### src/rtl/mant_div_pkg.sv
// Shared types and constants for the iterative mantissa divider.
package mant_div_pkg;

   typedef enum logic [1:0] {IDLE, CALC, DONE} state_e;

   localparam int MANT_W_SP = 24;
   localparam int MANT_W_DP = 53;

   // Accept-to-result latency of a full-length (non-zero divisor) divide.
   function automatic int lat(input int w);
      return 2 * w - 1;
   endfunction

endpackage

### src/rtl/mant_div_step.sv
// One restoring-division step: compare R against B and conditionally subtract.
module mant_div_step #(
   parameter int RW = 25
) (
   input  logic [RW-1:0] r_i,
   input  logic [RW-1:0] b_i,
   output logic          qbit_o,
   output logic [RW-1:0] r_o
);

   always_comb begin
      qbit_o = (r_i >= b_i);
      r_o    = qbit_o ? (r_i - b_i) : r_i;
   end

endmodule

### src/rtl/mant_div_seq.sv
// Sequential restoring mantissa divider, one quotient bit per clock.
// Optional MANT_DIV_EARLY_EXIT_EN: finish as soon as the remainder reaches zero.
module mant_div_seq
   import mant_div_pkg::*;
#(
   parameter int W  = 24,
   parameter int QW = 2 * W
) (
   input  logic          clk,
   input  logic          rst_n,
   input  logic          in_valid,
   output logic          in_ready,
   input  logic [W-1:0]  a_man,
   input  logic [W-1:0]  b_man,
   output logic          out_valid,
   input  logic          out_ready,
   output logic [QW-1:0] q,
   output logic          sticky,
   output logic          div_zero
);

   localparam int RW = W + 1;
   localparam int CW = $clog2(QW);

   state_e        state_q, state_d;
   logic [CW-1:0] cnt_q, cnt_d;
   logic [RW-1:0] rem_q, rem_d;
   logic [RW-1:0] b_q, b_d;
   logic [QW-1:0] q_q, q_d;
   logic          sticky_q, sticky_d;
   logic          dz_q, dz_d;

   logic          qbit;
   logic [RW-1:0] r_sub;

   mant_div_step #(.RW(RW)) u_step (
      .r_i   (rem_q),
      .b_i   (b_q),
      .qbit_o(qbit),
      .r_o   (r_sub)
   );

   always_comb begin
      state_d   = state_q;
      cnt_d     = cnt_q;
      rem_d     = rem_q;
      b_d       = b_q;
      q_d       = q_q;
      sticky_d  = sticky_q;
      dz_d      = dz_q;
      in_ready  = 1'b0;
      out_valid = 1'b0;
      case (state_q)
         IDLE: begin
            in_ready = 1'b1;
            if (in_valid) begin
               b_d      = {1'b0, b_man};
               sticky_d = 1'b0;
               if (b_man == '0) begin
                  q_d     = '1;
                  dz_d    = 1'b1;
                  rem_d   = '0;
                  cnt_d   = '0;
                  state_d = DONE;
               end else begin
                  q_d     = '0;
                  dz_d    = 1'b0;
                  rem_d   = {1'b0, a_man};
                  cnt_d   = CW'(QW - 2);
                  state_d = CALC;
               end
            end
         end
         CALC: begin
            q_d[cnt_q] = qbit;
            rem_d      = r_sub << 1;
            // Last step keeps the unshifted remainder so sticky sees the true residue.
            if (cnt_q == '0) begin
               rem_d    = r_sub;
               sticky_d = |r_sub;
               state_d  = DONE;
            end else begin
               cnt_d = cnt_q - 1'b1;
            end
`ifdef MANT_DIV_EARLY_EXIT_EN
            if (qbit && (r_sub == '0)) begin
               rem_d    = '0;
               sticky_d = 1'b0;
               state_d  = DONE;
            end
`endif
         end
         DONE: begin
            out_valid = 1'b1;
            if (out_ready) state_d = IDLE;
         end
         default: state_d = IDLE;
      endcase
   end

   always_ff @(posedge clk or negedge rst_n) begin
      if (!rst_n) begin
         state_q  <= IDLE;
         cnt_q    <= '0;
         rem_q    <= '0;
         b_q      <= '0;
         q_q      <= '0;
         sticky_q <= 1'b0;
         dz_q     <= 1'b0;
      end else begin
         state_q  <= state_d;
         cnt_q    <= cnt_d;
         rem_q    <= rem_d;
         b_q      <= b_d;
         q_q      <= q_d;
         sticky_q <= sticky_d;
         dz_q     <= dz_d;
      end
   end

   assign q        = q_q;
   assign sticky   = sticky_q;
   assign div_zero = dz_q;

endmodule

### config.mk
export PLATFORM = sky130hd
export DESIGN_NAME = mant_div_seq
export DESIGN_NICKNAME = d
export VERILOG_FILES = /design/src/rtl/mant_div_pkg.sv /design/src/rtl/mant_div_step.sv /design/src/rtl/mant_div_seq.sv
export SDC_FILE = /design/constraint.sdc
export NUM_CORES = 1
export LEC_CHECK = 0
export CAP_MARGIN = 20
export CORE_ASPECT_RATIO = 1.2
export CORE_MARGIN = 1.5
export CORE_UTILIZATION = 50
export CTS_CLUSTER_DIAMETER = 40
export CTS_CLUSTER_SIZE = 25
export DETAILED_ROUTE_END_ITERATION = 7
export GPL_TIMING_DRIVEN = 0
export PLACE_DENSITY_LB_ADDON = 0.3
export REMOVE_ABC_BUFFERS = 1
export SLEW_MARGIN = 15
export SYNTH_ARGS = -nofsm -noshare
export SYNTH_HDL_FRONTEND = slang
export SYNTH_HIERARCHICAL = 1
export SYNTH_SLANG_ARGS = --single-unit
### constraint.sdc
create_clock -name clk -period 8.7 [get_ports clk]
set_input_delay 2.175 -clock clk [delete_from_list [all_inputs] [get_ports clk]]
set_output_delay 2.175 -clock clk [all_outputs]
set_load 0.05 [all_outputs]
==> results of run 1 <==
registers in the layout, indices dropped and copies added (netlist names):
name      count
b_q          24
cnt_q         6
div_zero      1
q            48
rem_q        25
state_q       2
sticky        1
cells by family (layout without fill, tap and decap cells):
family,after synthesis,count (layout),synth area share
simple gates,293,293,0.2058
compound gates,224,224,0.2238
flops,107,107,0.3593
buf+inv,98,166,0.06632
mux,50,50,0.07085
fa+ha+maj,27,27,0.04634
xor+xnor,23,23,0.02703
other cells,1,1,0.0005032
layout by cell type (no fill, tap or decap), drive strengths merged, types with 7 or more instances in the layout:
cell | netlist | final
a211oi | 27 | 27
a21o | 11 | 11
a21oi | 66 | 66
buf | 49 | 13
clkbuf | 14 | 9
clkdlybuf4s50 | 0 | 102
dfrtp | 107 | 107
ha | 26 | 26
inv | 35 | 37
mux2 | 22 | 22
mux2i | 28 | 28
nand2 | 107 | 107
nand3 | 19 | 19
nand4 | 11 | 11
nor2 | 63 | 63
nor2b | 7 | 7
nor3 | 10 | 10
nor4 | 18 | 18
o21ai | 15 | 15
o31ai | 24 | 24
o32a | 37 | 37
or3 | 25 | 25
xnor2 | 14 | 14
xor2 | 9 | 9
synth_stat cells (17+ instances only):
cell / count
o31ai_1: 24
a211oi_1: 25
mux2_1: 17
mux2i_1: 28
nand2_1: 107
a21oi_1: 64
nand3_1: 19
nor2_1: 61
ha_1: 26
buf_2: 32
dfrtp_1: 107
inv_1: 35
o32a_1: 37
or3_1: 24
per-layer routing:
| layer | part of all wire | up-vias | global-route usage | wire length [um] |
|---|---|---|---|---|
| met4 | 0.035 | 0 | 0.1271 | 705 |
| met3 | 0.055 | 41 | 0.04163 | 1109 |
| met1 | 0.41 | 3148 | 0.3161 | 8250 |
| met5 | 0 | - | 0 | 0 |
| li1 | - | 3165 | - | - |
| met2 | 0.50 | 197 | 0.4687 | 10020 |
how the worst min path moves through the flow:
stage               slack [ps]  depth (start not counted)     from       to
finish                     480                          2  b_q[16]  b_q[16]
global route               500                          2  b_q[23]  b_q[23]
CTS                        480                          2  b_q[18]  b_q[18]
detailed placement         460                          2  b_q[18]  b_q[18]
global placement           460                          2  b_q[11]  b_q[11]
floorplan                  450                          2  b_q[10]  b_q[10]
area by class of cell:
class | count | area, um2
fillers | 1261 | 5547
multi-input cells | 618 | 4312
flip-flops and latches | 107 | 2678
repair buffers | 115 | 1244
well taps | 200 | 250.2
clock buffers | 9 | 225.2
inverters | 35 | 131.4
clock inverters | 7 | 87.58
worst register-to-register path, cell delays in order, from the launching register on:
cell	delay, ps
dfrtp_1	400
ha_1	430
a21oi_1	340
o21a_1	180
o21ai_0	80
a221o_1	310
a21o_1	230
a21oi_4	710
inv_1	540
nor4b_2	860
a21oi_1	160
o32a_1	200
through the flow:
stage	hold WS, ps	util	cell area, um2
detailed placement	462.1	0.5952	8615
floorplan	445.7	-	7089
CTS	480.2	0.6168	8927
finish	476.0	0.6168	8927
global placement	459.1	0.5783	8371
global route	502.0	0.6168	8927
==> impl_metrics.json, run 1 <==
{
  "setup_slack_ps": 4145,
  "crit_buf_inv": 1,
  "area_growth_pct": 19.80,
  "critPathRequiredTime_ps": 8950,
  "grt_antenna_before_repair": 0,
  "synth_seq_cells": 107,
  "hold_viol": 0,
  "cts.htree.levels": 3,
  "r2r-end": "q[35]",
  "synthArstFlopShare": 1.000,
  "fp.dieH_um": 136.7,
  "synth.area.top_cells": "dfrtp_1 36%, nand2_1 5.4%, o32a_1 5.0%",
  "root_buffer": "clkbuf_16",
  "synthCells": 823,
  "synth_top_flop_cell": "dfrtp_1",
  "wire_per_inst_um": 18.41,
  "diodes": 0,
  "grt_pass1_vias": 6536,
  "crit_type": "flop to flop",
  "worstPathCellList": "ha_1 > a21oi_1 > o21a_1 > o21ai_0 > a221o_1 > a21o_1 > a21oi_4 > inv_1 > nor4b_2 > a21oi_1 > o32a_1",
  "grt_pass1_wl_um": 32640,
  "placed_cells": 1075,
  "grt_usage": 0.2660,
  "worst-path-stages": 11,
  "reg2reg_from": "rem_q[18]",
  "fin_nets": 965,
  "r2r_cells": 11,
  "path_clk_slew_ps": 80,
  "rows": 48,
  "die-area_um2": 15650,
  "slew_violations": 0,
  "crit_path_frequent_cell": "a21oi_1",
  "vias_per_cell": 6.005,
  "startpoint": "rem_q[18]",
  "worst_setup_path_start_kind": "flop",
  "drive_above_1_share": 0.07969,
  "yosysSeqAreaShare": 0.3593,
  "post-place-ws_ps": 3937,
  "worst_ep_arrival_time_ps": 4800,
  "crit_end": "q[35]",
  "postCtsSetupBuffers": 0,
  "max_stage_delay_ps": 850,
  "min_path_type": "flop to flop",
  "ant_nets": 0,
  "slowest_stage": "nor4b_2",
  "cts_made_buffers": 9,
  "fmax_mhz": 219.5,
  "cts_resized": 0,
  "synth_area_leader_cell": "dfrtp_1",
  "timing.final.crit_period_ps": 4555,
  "clk_latency_ps": 370,
  "cts_hold_buffers": 0,
  "core-area_um2": 14470,
  "rrSetupSlack_ps": 4150,
  "setup_violations": 0,
  "grt_setup_unrepaired": "false",
  "run_status": "completed",
  "worst_pin_slew_ps": 925.1,
  "place_congestion": 0.9597,
  "yosysWarnings": 6,
  "io_pins": 104,
  "fin_skew_ps": 8.096,
  "crit_path_end_kind": "flop",
  "grt_max_degree": 58,
  "drt_pass1_iterations": 5,
  "initial_utilization": 0.5149,
  "netlist_area_um2": 7452,
  "port_buffers": 103,
  "cts_sinks": 107,
  "cts_buffer_depth": 2,
  "dr_total_vias": 6551,
  "fin_crit_sh": 0.5235,
  "synth_cell_type_count": 79,
  "cp_max_fo": 25,
  "cts_tree": "done",
  "syn_avg_cell_area_um2": 9.055,
  "fin_setup_tns_ps": 0,
  "final_cell_count_no_fill": 1091,
  "path_delay_family": "compound AO/OA/AOI/OAI gates",
  "place_hpwl_um": 14390,
  "die_w_um": 114.4,
  "slew_headroom": 0.3818,
  "grt.overflow.total": 0,
  "drc": 0,
  "synth_edf_count": 0,
  "drt-total-wl_um": 20080,
  "maxCapViolCount": 0,
  "synth_top_cell_area_share": 0.3593,
  "drtIter0Drc": 402
}
Power of run 1 is not shown: default switching activity piles up to over one toggle a cycle in this logic, so the estimate is an artifact.
==> run 2, diff against run 1 <==
Clock period 8.7 ns to 4.36 ns, I/O delays scaled along.
==> run 2 against run 1 <==
Clock-buffer cell count unchanged. Clock skew decreased by 1.0 ps. First-iteration DRC count decreased by 3.7%. Global-route usage about the same. Routed wire length increased by 0.45%. Register-to-register slack got worse by 3800 ps. Setup slack got worse by 3800 ps. Critical path depth unchanged. Maximum frequency increased by 14%. Hold slack about the same. Critical path type unchanged. Critical endpoint is now q[11].
==> impl_metrics.json, run 2 (synthesized netlist as in run 1, its figures left out) <==
{
  "run_status": "completed",
  "cts_tree": "done",
  "grt_usage": 0.2659,
  "io_pins": 104,
  "initial_utilization": 0.5149,
  "wire_per_inst_um": 18.47,
  "drtIter0Drc": 387,
  "crit_path_frequent_cell": "a21oi_1",
  "layout.cells.most_common": "dfrtp_1",
  "grt_antenna_before_repair": 0,
  "maxCapViolCount": 0,
  "fin_skew_ps": 7.071,
  "cts.htree.levels": 3,
  "stdcell_area_um2": 8954,
  "grt_pass1_vias": 6530,
  "fp.dieH_um": 136.7,
  "cp_max_fo": 13,
  "drive_above_1_share": 0.08072,
  "fin_nets": 966,
  "place_hpwl_um": 14390,
  "cts_hold_buffers": 0,
  "hold_viol": 0,
  "core-area_um2": 14470,
  "grt_pass1_wl_um": 32640,
  "timing.final.crit_period_ps": 4006,
  "worst_setup_path_start_kind": "flop",
  "top_layer_used": "met4",
  "dr_total_vias": 6587,
  "slowest_stage": "nor4b_4",
  "grt_setup_unrepaired": "false",
  "worst_pin_slew_ps": 930.8,
  "crit_path_end_kind": "flop",
  "rrSetupSlack_ps": 350,
  "drt-total-wl_um": 20170,
  "rows": 48,
  "min_path_type": "flop to flop",
  "cts_buffer_depth": 2,
  "diodes": 0,
  "clk_latency_ps": 370,
  "slew_violations": 0,
  "die-area_um2": 15650,
  "post-route-util": 0.6186,
  "worstPathCellList": "ha_1 > a21oi_1 > o21a_1 > o21ai_0 > a221o_1 > a21o_1 > a21oi_4 > inv_1 > nor4b_4 > a21oi_1 > o32a_1",
  "root_buffer": "clkbuf_16",
  "ant_nets": 0,
  "fin_setup_tns_ps": 0,
  "area_growth_pct": 20.15,
  "placed_area_um2": 8615,
  "vias_per_cell": 6.032,
  "wl_met2_um": 9992,
  "critPathRequiredTime_ps": 4610,
  "met1Wirelength_um": 8404,
  "fmax_mhz": 249.6,
  "worst_ep_arrival_time_ps": 4260,
  "cts_sinks": 107,
  "place_congestion": 0.9597,
  "setup_violations": 0,
  "max_stage_delay_ps": 650,
  "slew_headroom": 0.3780,
  "grt_max_degree": 58,
  "largest_register_ffs": 48,
  "crit_type": "flop to flop",
  "grt.overflow.total": 0,
  "path_clk_slew_ps": 80,
  "drt_pass1_iterations": 5,
  "wl_met3_um": 1050,
  "fin_crit_sh": 0.9188,
  "die_w_um": 114.4,
  "drc": 0,
  "port_buffers": 103,
  "final_cell_mix": "107 x dfrtp_1, 106 x nand2_1, 102 x clkdlybuf4s50_1",
  "cts_made_buffers": 9
}
## run 2: metrics by stage
stage	std cells	setup slack, ps	hold slack (ps)
floorplan	760	-1866	445.7
global placement	1063	-4718	459.1
CTS	1091	7.531	480.2
finish	1092	354.0	476.3
global route	1092	157.9	502.3
detailed placement	1075	-71.80	462.1
## run 2: layer usage
layer,track usage,vias to the layer above
met1,0.3161,3190
li1,-,3166
met5,0,-
met4,0.1243,0
met2,0.4691,188
met3,0.04252,43
## run 2: critical path, delay by kind of cell (launching register included)
kind            cells  cell delay (ps)
compound gates      8             1950
flops               1              400
simple gates        1              650
fa+ha+maj           1              430
buf+inv             1              440
## run 2: area by class of cell
| class | instances | area (um2) |
|---|---|---|
| clock inverter | 7 | 87.58 |
| tap | 200 | 250.2 |
| sequential | 107 | 2678 |
| timing repair buffer | 115 | 1244 |
| multi-input combinational | 619 | 4338 |
| inverter | 35 | 131.4 |
| clock buffer | 9 | 225.2 |
| fill | 1254 | 5520 |
## run 2: path summary, 6_finish.rpt
check                           from      end  cells past startpoint
min in group asynchronous      rst_n  b_q[12]                      1
min reg2reg                  b_q[16]  b_q[16]                      2
min                          b_q[16]  b_q[16]                      2
max reg2reg                rem_q[18]    q[11]                     11
max                        rem_q[18]    q[11]                     11
max in group asynchronous      rst_n    q[45]                      2
## run 2: repair_timing
action                     CTS  global route
setup buffers                0             0
resized for setup            2             0
setup endpoints to repair    7            29
cloned                       0             1
Power of run 2 is left out for the same reason.
==> run 3, diff against run 2 <==
Settings changed: CORE_UTILIZATION 50 to 56, SLEW_MARGIN 15 to 30.
==> run 3 against run 2 <==
Sequential cell count unchanged. Clock-buffer cell count unchanged. Register-to-register slack got worse by 200 ps. Critical path type unchanged.
==> impl_metrics.json, run 3 (synthesized netlist as in run 1, its figures left out) <==
{
  "reg2reg_from": "b_q[18]",
  "post-route-util": 0.6793,
  "area_growth_pct": 19.63,
  "dr_total_vias": 6739,
  "layout.cells.most_common": "dfrtp_1",
  "fmax_mhz": 237.7,
  "port_buffers": 103,
  "grt_setup_unrepaired": "true",
  "initial_utilization": 0.5679,
  "drive_above_1_share": 0.08072,
  "cts_sinks": 107,
  "path_clk_slew_ps": 80,
  "worst_setup_path_start_kind": "flop",
  "holdWs_ps": 478.0,
  "placed_cells": 1043,
  "grt_usage": 0.3086,
  "final_cell_mix": "107 x dfrtp_1, 106 x nand2_1, 102 x clkdlybuf4s50_1",
  "slowest_stage": "nor4bb_4",
  "crit_buf_inv": 2,
  "grt_antenna_before_repair": 0,
  "grt_max_degree": 61,
  "crit_type": "flop to flop",
  "cts.htree.levels": 3,
  "grt_pass1_wl_um": 33520,
  "drt-total-wl_um": 21000,
  "fp.dieH_um": 129.4,
  "die_w_um": 108.3,
  "grt.overflow.total": 0,
  "fillers": 1064,
  "path_delay_family": "compound AO/OA/AOI/OAI gates",
  "final_cell_count_no_fill": 1060,
  "fin_nets": 966,
  "crit_path_end_kind": "flop",
  "cp_max_fo": 13,
  "worst_pin_slew_ps": 951.5,
  "timing.final.crit_period_ps": 4208,
  "worst_ep_arrival_time_ps": 4460,
  "max_stage_delay_ps": 750,
  "run_status": "completed",
  "worst-path-stages": 12,
  "whs_endpoint": "b_q[13]",
  "min_from": "b_q[13]",
  "die-area_um2": 14010,
  "cts_buffer_depth": 2,
  "cts_tree": "done",
  "drt_pass1_iterations": 5,
  "min_path_cells": 2,
  "grt_pass1_vias": 6615,
  "ant_nets": 0,
  "clk_latency_ps": 370,
  "r2r_cells": 12,
  "rows": 46,
  "hold_viol": 0,
  "min_path_type": "flop to flop",
  "slew_violations": 0,
  "critPathRequiredTime_ps": 4620,
  "fin_skew_ps": 11.50,
  "setup_violations": 0,
  "wire_per_inst_um": 19.81,
  "drtIter0Drc": 423,
  "cts_hold_buffers": 0,
  "vias_per_cell": 6.358,
  "rrSetupSlack_ps": 150,
  "fin_setup_tns_ps": 0,
  "root_buffer": "clkbuf_16",
  "fin_crit_sh": 0.9651,
  "place_congestion": 0.9298,
  "worstPathCellList": "inv_1 > ha_1 > a21oi_1 > o21a_1 > o21ai_0 > a221o_1 > a21o_1 > a21oi_4 > inv_1 > nor4bb_4 > a21oi_1 > o32a_1",
  "r2r-end": "q[44]",
  "diodes": 0,
  "postCtsSetupBuffers": 0,
  "place_hpwl_um": 14960,
  "core-area_um2": 13120,
  "largest_register_ffs": 48,
  "maxCapViolCount": 0,
  "io_pins": 104,
  "slew_headroom": 0.3657,
  "drc": 0,
  "cts_made_buffers": 9
}
[run 3: changes by cell type in the layout (fill, tap and decap cells not counted), moves of 2 or more]
cell    change
buf_6       +5
buf_16      +2
inv_6       +2
buf_8       -2
buf_12      -4
[run 3: stage by stage]
| stage | cell area (um2) | worst slack (ps) |
|---|---|---|
| final | 8915 | 152.2 |
| after global routing | 8915 | -3.882 |
| after CTS | 8906 | 249.1 |
| after detailed placement | 8584 | -188.0 |
| after global placement | 8330 | -4440 |
| after floorplan | 7089 | -1866 |
[run 3: layout make-up]
type / instances / area (um2) / share of cell area
multi-input combinational: 619 / 4352 / 0.4881
sequential: 107 / 2678 / 0.3004
timing repair buffer: 115 / 1240 / 0.1391
clock buffer: 9 / 225.2 / 0.02526
tap: 168 / 210.2 / 0.02358
inverter: 35 / 131.4 / 0.01474
clock inverter: 7 / 78.83 / 0.008842
[run 3: timing repair]
item	in CTS	in global routing
gates resized for setup	1	1
gates cloned	1	0
setup endpoints to repair	22	3
[run 3: per-layer routing]
| layer | GRT usage | part of all wire | vias up |
|---|---|---|---|
| met5 | 0 | 0 | - |
| met4 | 0.1432 | 0.037 | 0 |
| met3 | 0.05282 | 0.059 | 63 |
| met2 | 0.5365 | 0.51 | 243 |
| met1 | 0.3717 | 0.39 | 3270 |
| li1 | - | - | 3163 |
[run 3: how the worst max path moves through the flow]
stage | startpoint | endpoint | slack (ps)
2_1_floorplan | in_valid | rem_q[10] | -1870
3_3_place_gp | in_valid | rem_q[20] | -4440
3_5_place_dp | b_q[18] | q[37] | -190
4_1_cts | b_q[18] | q[1] | 250
5_1_grt | b_q[18] | q[44] | -4
6_report | b_q[18] | q[44] | 150
[run 3: worst register-to-register path, cell delays in order (launching register included)]
cell,delay (ps)
dfrtp_1,360
inv_1,60
ha_1,440
a21oi_1,360
o21a_1,180
o21ai_0,70
a221o_1,300
a21o_1,250
a21oi_4,460
inv_1,460
nor4bb_4,750
a21oi_1,190
o32a_1,210
Power of run 3 is left out for the same reason.
